===== config.mk =====
export PLATFORM = sky130hd
export DESIGN_NAME = ex_mem
export DESIGN_NICKNAME = d
export VERILOG_FILES = /design/src/rtl/ex_mem_pkg.sv /design/src/rtl/ex_mem_stage_reg.sv /design/src/rtl/ex_mem.sv
export SDC_FILE = /design/constraint.sdc
export NUM_CORES = 1
export LEC_CHECK = 0
export CAP_MARGIN = 25
export CORE_AREA = 2 2 189 191
export DETAILED_ROUTE_END_ITERATION = 10
export DIE_AREA = 0 0 191 193
export DONT_BUFFER_PORTS = 1
export PLACE_DENSITY_LB_ADDON = 0.12
export SYNTH_ARGS = -nofsm -noshare
export SYNTH_HDL_FRONTEND = slang
export SYNTH_HIERARCHICAL = 1
export SYNTH_SLANG_ARGS = --single-unit

===== constraint.sdc =====
create_clock -name clk -period 2.9 [get_ports clk]
set_input_delay 0 -clock clk [delete_from_list [all_inputs] [get_ports clk]]
set_output_delay 0 -clock clk [all_outputs]
set_load 0.01 [all_outputs]

===== src/rtl/ex_mem_pkg.sv =====
// Shared pipeline constants and the control code used by the EX->MEM register.
package ex_mem_pkg;

    localparam logic RstEnable    = 1'b1;
    localparam logic Stop         = 1'b1;
    localparam logic NoStop       = 1'b0;
    localparam logic WriteDisable = 1'b0;
    localparam int   RegBus       = 32;
    localparam int   DoubleRegBus = 64;
    localparam int   RegAddrBus   = 5;
    localparam int   AluOpBus     = 8;
    localparam logic [31:0] ZeroWord   = 32'h0;
    localparam logic [7:0]  EXE_NOP_OP = 8'h00;

    // Per-edge action for a pipe_stage_reg; reset is handled separately.
    typedef enum logic [1:0] {
        STG_ADV    = 2'd0,
        STG_BUBBLE = 2'd1,
        STG_HOLD   = 2'd2,
        STG_CLEAR  = 2'd3
    } stage_ctl_e;

endpackage


===== src/rtl/ex_mem_stage_reg.sv =====
// Generic W-bit pipeline register: reset/clear to zero, else load bubble or
// advance value, else hold.
module pipe_stage_reg
    import ex_mem_pkg::*;
#(
    parameter int W = 8
) (
    input  logic         clk,
    input  logic         rst,
    input  stage_ctl_e   ctl,
    input  logic [W-1:0] adv_d,
    input  logic [W-1:0] bub_d,
    output logic [W-1:0] q
);

    always_ff @(posedge clk) begin
        if (rst == RstEnable) begin
            q <= '0;
        end else begin
            unique case (ctl)
                STG_CLEAR:  q <= '0;
                STG_BUBBLE: q <= bub_d;
                STG_ADV:    q <= adv_d;
                default:    q <= q;
            endcase
        end
    end

endmodule


===== src/rtl/ex_mem.sv =====
// EX->MEM pipeline register with stall/bubble/flush control; also carries the
// two-cycle MAC partial state back to EX across the stall bubble.
module ex_mem
    import ex_mem_pkg::*;
#(
    parameter int REG_W   = 32,
    parameter int ADDR_W  = 5,
    parameter int ALUOP_W = 8,
    parameter int STALL_W = 6,
    parameter int MY_STG  = 3
) (
    input  logic                 clk,
    input  logic                 rst,
    input  logic [STALL_W-1:0]   stall,
    input  logic                 flush,
    input  logic [ADDR_W-1:0]    ex_wd,
    input  logic                 ex_wreg,
    input  logic [REG_W-1:0]     ex_wdata,
    input  logic                 ex_whilo,
    input  logic [REG_W-1:0]     ex_hi,
    input  logic [REG_W-1:0]     ex_lo,
    input  logic [ALUOP_W-1:0]   ex_aluop,
    input  logic [REG_W-1:0]     ex_mem_addr,
    input  logic [REG_W-1:0]     ex_reg2,
    input  logic [2*REG_W-1:0]   hilo_i,
    input  logic [1:0]           cnt_i,
    output logic [ADDR_W-1:0]    mem_wd,
    output logic                 mem_wreg,
    output logic [REG_W-1:0]     mem_wdata,
    output logic                 mem_whilo,
    output logic [REG_W-1:0]     mem_hi,
    output logic [REG_W-1:0]     mem_lo,
    output logic [ALUOP_W-1:0]   mem_aluop,
    output logic [REG_W-1:0]     mem_mem_addr,
    output logic [REG_W-1:0]     mem_reg2,
    output logic [2*REG_W-1:0]   hilo_o,
    output logic [1:0]           cnt_o
);

    localparam int MEM_W = ADDR_W + 2 + 5*REG_W + ALUOP_W;
    localparam int MAC_W = 2*REG_W + 2;

    localparam logic [MEM_W-1:0] MEM_BUBBLE = {
        {ADDR_W{1'b0}}, WriteDisable, {REG_W{1'b0}}, WriteDisable,
        {2*REG_W{1'b0}}, ALUOP_W'(EXE_NOP_OP), {2*REG_W{1'b0}}
    };
    localparam logic [MAC_W-1:0] MAC_IDLE = '0;

    stage_ctl_e       ctl;
    logic             my_stall, next_stall;
    logic [MEM_W-1:0] mem_d, mem_q;
    logic [MAC_W-1:0] mac_d, mac_q;

    assign my_stall   = (stall[MY_STG]   == Stop);
    assign next_stall = (stall[MY_STG+1] == Stop);

    // Downstream stalled while EX runs is not produced by ctrl; it falls into hold.
    always_comb begin
        ctl = STG_HOLD;
        if (flush)
            ctl = STG_CLEAR;
        else if (my_stall && !next_stall)
            ctl = STG_BUBBLE;
        else if (!my_stall && !next_stall)
            ctl = STG_ADV;
    end

    assign mem_d = {ex_wd, ex_wreg, ex_wdata, ex_whilo, ex_hi, ex_lo,
                    ex_aluop, ex_mem_addr, ex_reg2};
    assign {mem_wd, mem_wreg, mem_wdata, mem_whilo, mem_hi, mem_lo,
            mem_aluop, mem_mem_addr, mem_reg2} = mem_q;

    pipe_stage_reg #(.W(MEM_W)) u_mem_reg (
        .clk   (clk),
        .rst   (rst),
        .ctl   (ctl),
        .adv_d (mem_d),
        .bub_d (MEM_BUBBLE),
        .q     (mem_q)
    );

    // MAC state survives only through the bubble; an advance means it finished.
    assign mac_d           = {hilo_i, cnt_i};
    assign {hilo_o, cnt_o} = mac_q;

    pipe_stage_reg #(.W(MAC_W)) u_mac_reg (
        .clk   (clk),
        .rst   (rst),
        .ctl   (ctl),
        .adv_d (MAC_IDLE),
        .bub_d (mac_d),
        .q     (mac_q)
    );

endmodule


After elaboration in Yosys (flattened, before gate mapping)
Cells that the tools add are included.

operators by class
  equal/unequal tests = 2
  multiplexer cells = 5
  reduce and logical (&&, ||, !) cells = 9

operator list
  kind                                                                   count
  175-bit one-hot mux with 2 select lines                                1
  66-bit one-hot mux with 2 select lines                                 1
  2-bit 2-to-1 mux                                                       3
  2-bit nonzero test                                                     2
  2-bit OR reduction                                                     2
  2-bit by 1-bit equality test with 1-bit output, second input constant  1
  2-bit equality test, second input constant                             1
  1-bit logical AND                                                      2
  1-bit zero test                                                        2
  2-bit zero test                                                        1

word-level totals
  register bits = 241
  input port bits = 250
  output and inout bits = 241
  logic and storage cells = 18

Longest topological paths before layout
  depth in word-level cells = 8
  gate-level depth with buffers = 7
  gate-level depth less buffers = 4

Cells and area by module
The synthesis kept the hierarchy.

by module, submodules not included
  module                      instances  cells each  area each (sq um)  seq. area each (sq um)
  pipe_stage_reg (u_mem_reg)  1          781         8710.9             3503.4
  pipe_stage_reg (u_mac_reg)  1          295         3339.5             1321.3
  ex_mem                      1          4           21.3               0.0

Worst setup path before layout
Ideal clock, no wire load.

  path kind = input to register
  from = input port stall[4]
  to = register u_mem_reg.q[10]
  arrival = 1.059 ns
  data required time = 2.811 ns
  path slack = 1.752 ns
  stages = 6
  path buffers = 3
  path through = or2_1 or2_1 buf_2 buf_6 buf_6 o32ai_2

on the way
  cells in the longest elaborated chain, start to end = 8
  elaborated cells on any way between the ends = 12
  those cells by class = eq/ne: 2; mux: 4; reduce/logical: 6

RTL lines
  what                                                                                   line                        RTL
  from (decl)                                                                            ex_mem.sv:14                input logic [STALL_W-1:0] stall,
  1-bit zero test (*)                                                                    ex_mem.sv:62, ex_mem.sv:64
  1-bit logical AND                                                                      ex_mem.sv:64                else if (!my_stall && !next_stall)
  2-bit 2-to-1 mux                                                                       ex_mem.sv:64
  2-bit 2-to-1 mux (*)                                                                   ex_mem.sv:62                else if (my_stall && !next_stall)
  2-bit 2-to-1 mux (*)                                                                   ex_mem.sv:60                if (flush)
  2-bit equality test or 2-bit by 1-bit equality test with 1-bit output (tied branches)  ex_mem_stage_reg.sv:20      unique case (ctl)
  2-bit OR reduction (no source line)                                                    -
  175-bit one-hot mux with 2 select lines or 2-bit nonzero test (tied branches)          -
  to (signal assigned)                                                                   ex_mem_stage_reg.sv:22      STG_BUBBLE: q <= bub_d;
  to (signal assigned)                                                                   ex_mem_stage_reg.sv:23      STG_ADV: q <= adv_d;
  to (signal assigned)                                                                   ex_mem_stage_reg.sv:24      default: q <= q;
  to (decl)                                                                              ex_mem_stage_reg.sv:13      output logic [W-1:0] q

Mark *: on every way between the ends. The rest lies on a longest branch, timed or not.
A chain may end at the register's enable or synchronous reset.

Worst setup path in the final report
  from = input port stall[4]
  to = register u_mem_reg.q[81]

on the way
  elaborated cells on any way between the ends = 12
  those cells by class = eq/ne: 2; mux: 4; reduce/logical: 6

RTL lines
  what                                                                                   line                    RTL
  1-bit zero test (*)                                                                    ex_mem.sv:62
  1-bit logical AND (*)                                                                  ex_mem.sv:62
  2-bit 2-to-1 mux (*)                                                                   ex_mem.sv:62
  2-bit 2-to-1 mux (*)                                                                   ex_mem.sv:60
  named net ctl[0]                                                                       ex_mem.sv:49            stage_ctl_e ctl;
  2-bit equality test or 2-bit by 1-bit equality test with 1-bit output (tied branches)  ex_mem_stage_reg.sv:20
  2-bit OR reduction (no source line)                                                    -
  175-bit one-hot mux with 2 select lines or 2-bit nonzero test (tied branches)          -

Mark *: on every way through the listed nets, which the timed path passes. The rest lies on a longest branch.

==> impl_metrics.env <==
export IMPL_status="finished clean"
export IMPL_max_slew_worst_pin_slew_ps=743
export IMPL_timing_critical_path_cells="inv_1, a21o_4, buf_12, buf_4, mux2i_1, o32ai_2, dlygate4sd3_1"
export IMPL_cts_root_buffer_cell="clkbuf_16"
export IMPL_cp_max_stage_cell="dlygate4sd3_1"
export IMPL_critPathLaunchType="primary input"
export IMPL_overflow=0
export IMPL_gp_routability_congestion=0.721
export IMPL_synth_xor_area_share_pct=0
export IMPL_crit_family="buffers and inverters"
export IMPL_r2r_cells=3
export IMPL_report_final_slew_viol_count=0
export IMPL_htree_num_levels=1
export IMPL_dieHeight_um=193
export IMPL_num_io_pins=491
export IMPL_hold_path_depth=2
export IMPL_routed_wirelength_um=36800
export IMPL_path_clk_slew_ps=60
export IMPL_crit_type="in2reg"
export IMPL_seq_area_frac_synth_pct=40.0
export IMPL_r2r_setup_slack_ps=1480
export IMPL_post_route_period_util_pct=64.4
export IMPL_end_kind="register"
export IMPL_slowest_delay_ps=580
export IMPL_route_antenna_remaining_nets=0
export IMPL_clk_latency_ps=530
export IMPL_unrepaired_setup_endpoints_after_global_routing="false"
export IMPL_ys_seq_elements=241
export IMPL_slew_headroom_pct=50.5
export IMPL_cp_num_buf_inv=4
export IMPL_crit_path_max_fanout=40
export IMPL_post_route_setup_tns_ps=0
export IMPL_synthToLayoutAreaGrowth_pct=40.1
export IMPL_post_cts_hold_buffer_count=285
export IMPL_global_route_usage_total_pct=18.5
export IMPL_clock_tree_from_tritoncts="yes"
export IMPL_hold_viol=0
export IMPL_min_delay_start="rst"
export IMPL_fp_dieArea_um2=36900
export IMPL_synthAdderAreaFrac_pct=0
export IMPL_hold_path_class="in2reg"
export IMPL_final_layout_size_suffix_gt1_share_pct=13.5
export IMPL_worst_supply_voltage_drop_on_vdd_mv=0.454
export IMPL_grt_pass1_vias=9320
export IMPL_critical_path_reg2reg_endpoint="u_mem_reg/q[135]"
export IMPL_synth_simple_area_share_pct=0.383
export IMPL_io_buffer_count=0
export IMPL_grt_start_max_net_pins=147
export IMPL_core_area_um2=35000
export IMPL_timing_rr_start="u_mem_reg/q[135]"
export IMPL_drt_first_pass_iters=4
export IMPL_layout_cells_most_common_list="284 x dlygate4sd3_1, 242 x inv_1, 241 x mux2i_1, 241 x conb_1, 241 x dfxtp_1"
export IMPL_antenna_violations_before_repair=0
export IMPL_layout_commonest_cell="dlygate4sd3_1"
export IMPL_dominant_combinational_cell_family_by_area_after_synthesis="compound AO/OA/AOI/OAI gates"
export IMPL_wire_length_of_the_first_global_routing_pass_um=53800
export IMPL_rows=69
export IMPL_worst_clock_skew_ps=0
export IMPL_synth_warnings=6
export IMPL_layout_cell_area_non_filler_um2=16900
export IMPL_post_cts_buffers=0
export IMPL_timing_critical_path_arrival_ps=2290
export IMPL_hpwl_um=23200
export IMPL_tritoncts_num_sinks=241
export IMPL_die_width_um=191
export IMPL_timing_fmax_mhz=536
export IMPL_power_mw=8.35
export IMPL_placement_cell_area_um2=13100
export IMPL_muxShareOfSynthArea_pct=20.0
export IMPL_setup_violations_final=0
export IMPL_p_leak_nw=7.28
export IMPL_post_synth_inst_count=1080
export IMPL_postCtsResizedCells=0
export IMPL_syn_cell_area_um2=12100
export IMPL_tritoncts_num_buffers=28
export IMPL_drc_violation_count_after_routing=0
export IMPL_syn_mean_instance_area_um2=11.2
export IMPL_netlist_cell_type_count=14
export IMPL_power_density_nw_per_um2=494
export IMPL_finalWorstPathRequiredPeriod_ps=1870
export IMPL_synth_compound_area_share_pct=26.3
export IMPL_routed_via_count=9281
export IMPL_crit_required_ps=3320
export IMPL_antenna_cells_inserted=0
export IMPL_via_per_inst=4.58
export IMPL_buffer_depth_of_the_longest_clock_path=3
export IMPL_routedWlPerCell_um=18.2
export IMPL_start_util_pct=34.5
export IMPL_fin_util_pct=48.4
export IMPL_cap_viol_max_count=0
export IMPL_timing_hold_worst_endpoint="u_mac_reg/q[27]"
export IMPL_nFillCells=3252
export IMPL_count_of_routing_violations_after_the_opening_detailed_route_iteration=310
export IMPL_finalNetCount=1797
==> per-layer routing <==
metal	vias up	track usage [%]	part of all wire, %
met2	327	32.9	50
met3	55	7.49	11
met1	4291	20.0	37
met4	0	6.05	2.9
met5	-	0	0
li1	4608	-	-
==> logic make-up after synthesis <==
logic type | after synthesis
buffers and inverters | 350
AO/OA/AOI/OAI | 242
multiplexers | 241
flip-flops | 241
AND/OR/NAND/NOR | 5
other | 1
==> stage by stage <==
step	hold WS [ps]	worst slack, ps	instances
4_1_cts	94.2	1070	2028
6_report	127	1030	2028
2_1_floorplan	170	1750	1320
3_3_place_gp	140	1030	1693
5_1_grt	125	952	2028
3_5_place_dp	143	1020	1693
==> cell usage after synthesis, drive strengths merged <==
master	instances	share of area, %
inv	242	7.5
conb	1	0.031
or2	3	0.16
dfxtp	241	40
mux2i	241	20
o32ai	241	26
buf	92	5.4
nand2b	2	0.23
a21o	1	0.062
clkbuf	16	0.50
==> area by class of cell <==
class | count | area [um2] | area share, %
multi-input cells | 729 | 6540 | 38.7
clock buffers | 43 | 868 | 5.13
inverters | 242 | 908 | 5.37
clock inverters | 7 | 62.6 | 0.370
well taps | 461 | 577 | 3.41
repair buffers | 305 | 3130 | 18.5
flip-flops and latches | 241 | 4820 | 28.5
==> sequential cells by signal, summed over array words and instances (netlist names) <==
name,flops
u_mac_reg/q,66
u_mem_reg/q,175
==> worst max path at each step <==
stage | from | end | slack [ps] | depth (start not counted)
after floorplan | stall[4] | u_mem_reg/q[10] | 1750 | 6
after global placement | stall[4] | u_mem_reg/q[101] | 1030 | 6
after detailed placement | stall[4] | u_mem_reg/q[101] | 1020 | 6
after CTS | stall[4] | u_mem_reg/q[137] | 1070 | 6
after global routing | stall[4] | u_mem_reg/q[81] | 950 | 7
final | stall[4] | u_mem_reg/q[81] | 1030 | 7
==> power breakdown <==
part	total, mW	internal [mW]	leakage (nW)	switching, mW
clock	3.55	2.13	0.462	1.42
combinational	1.18	0.599	4.85	0.580
sequential	3.62	3.45	1.96	0.174
(Power assumes the default switching activity.)
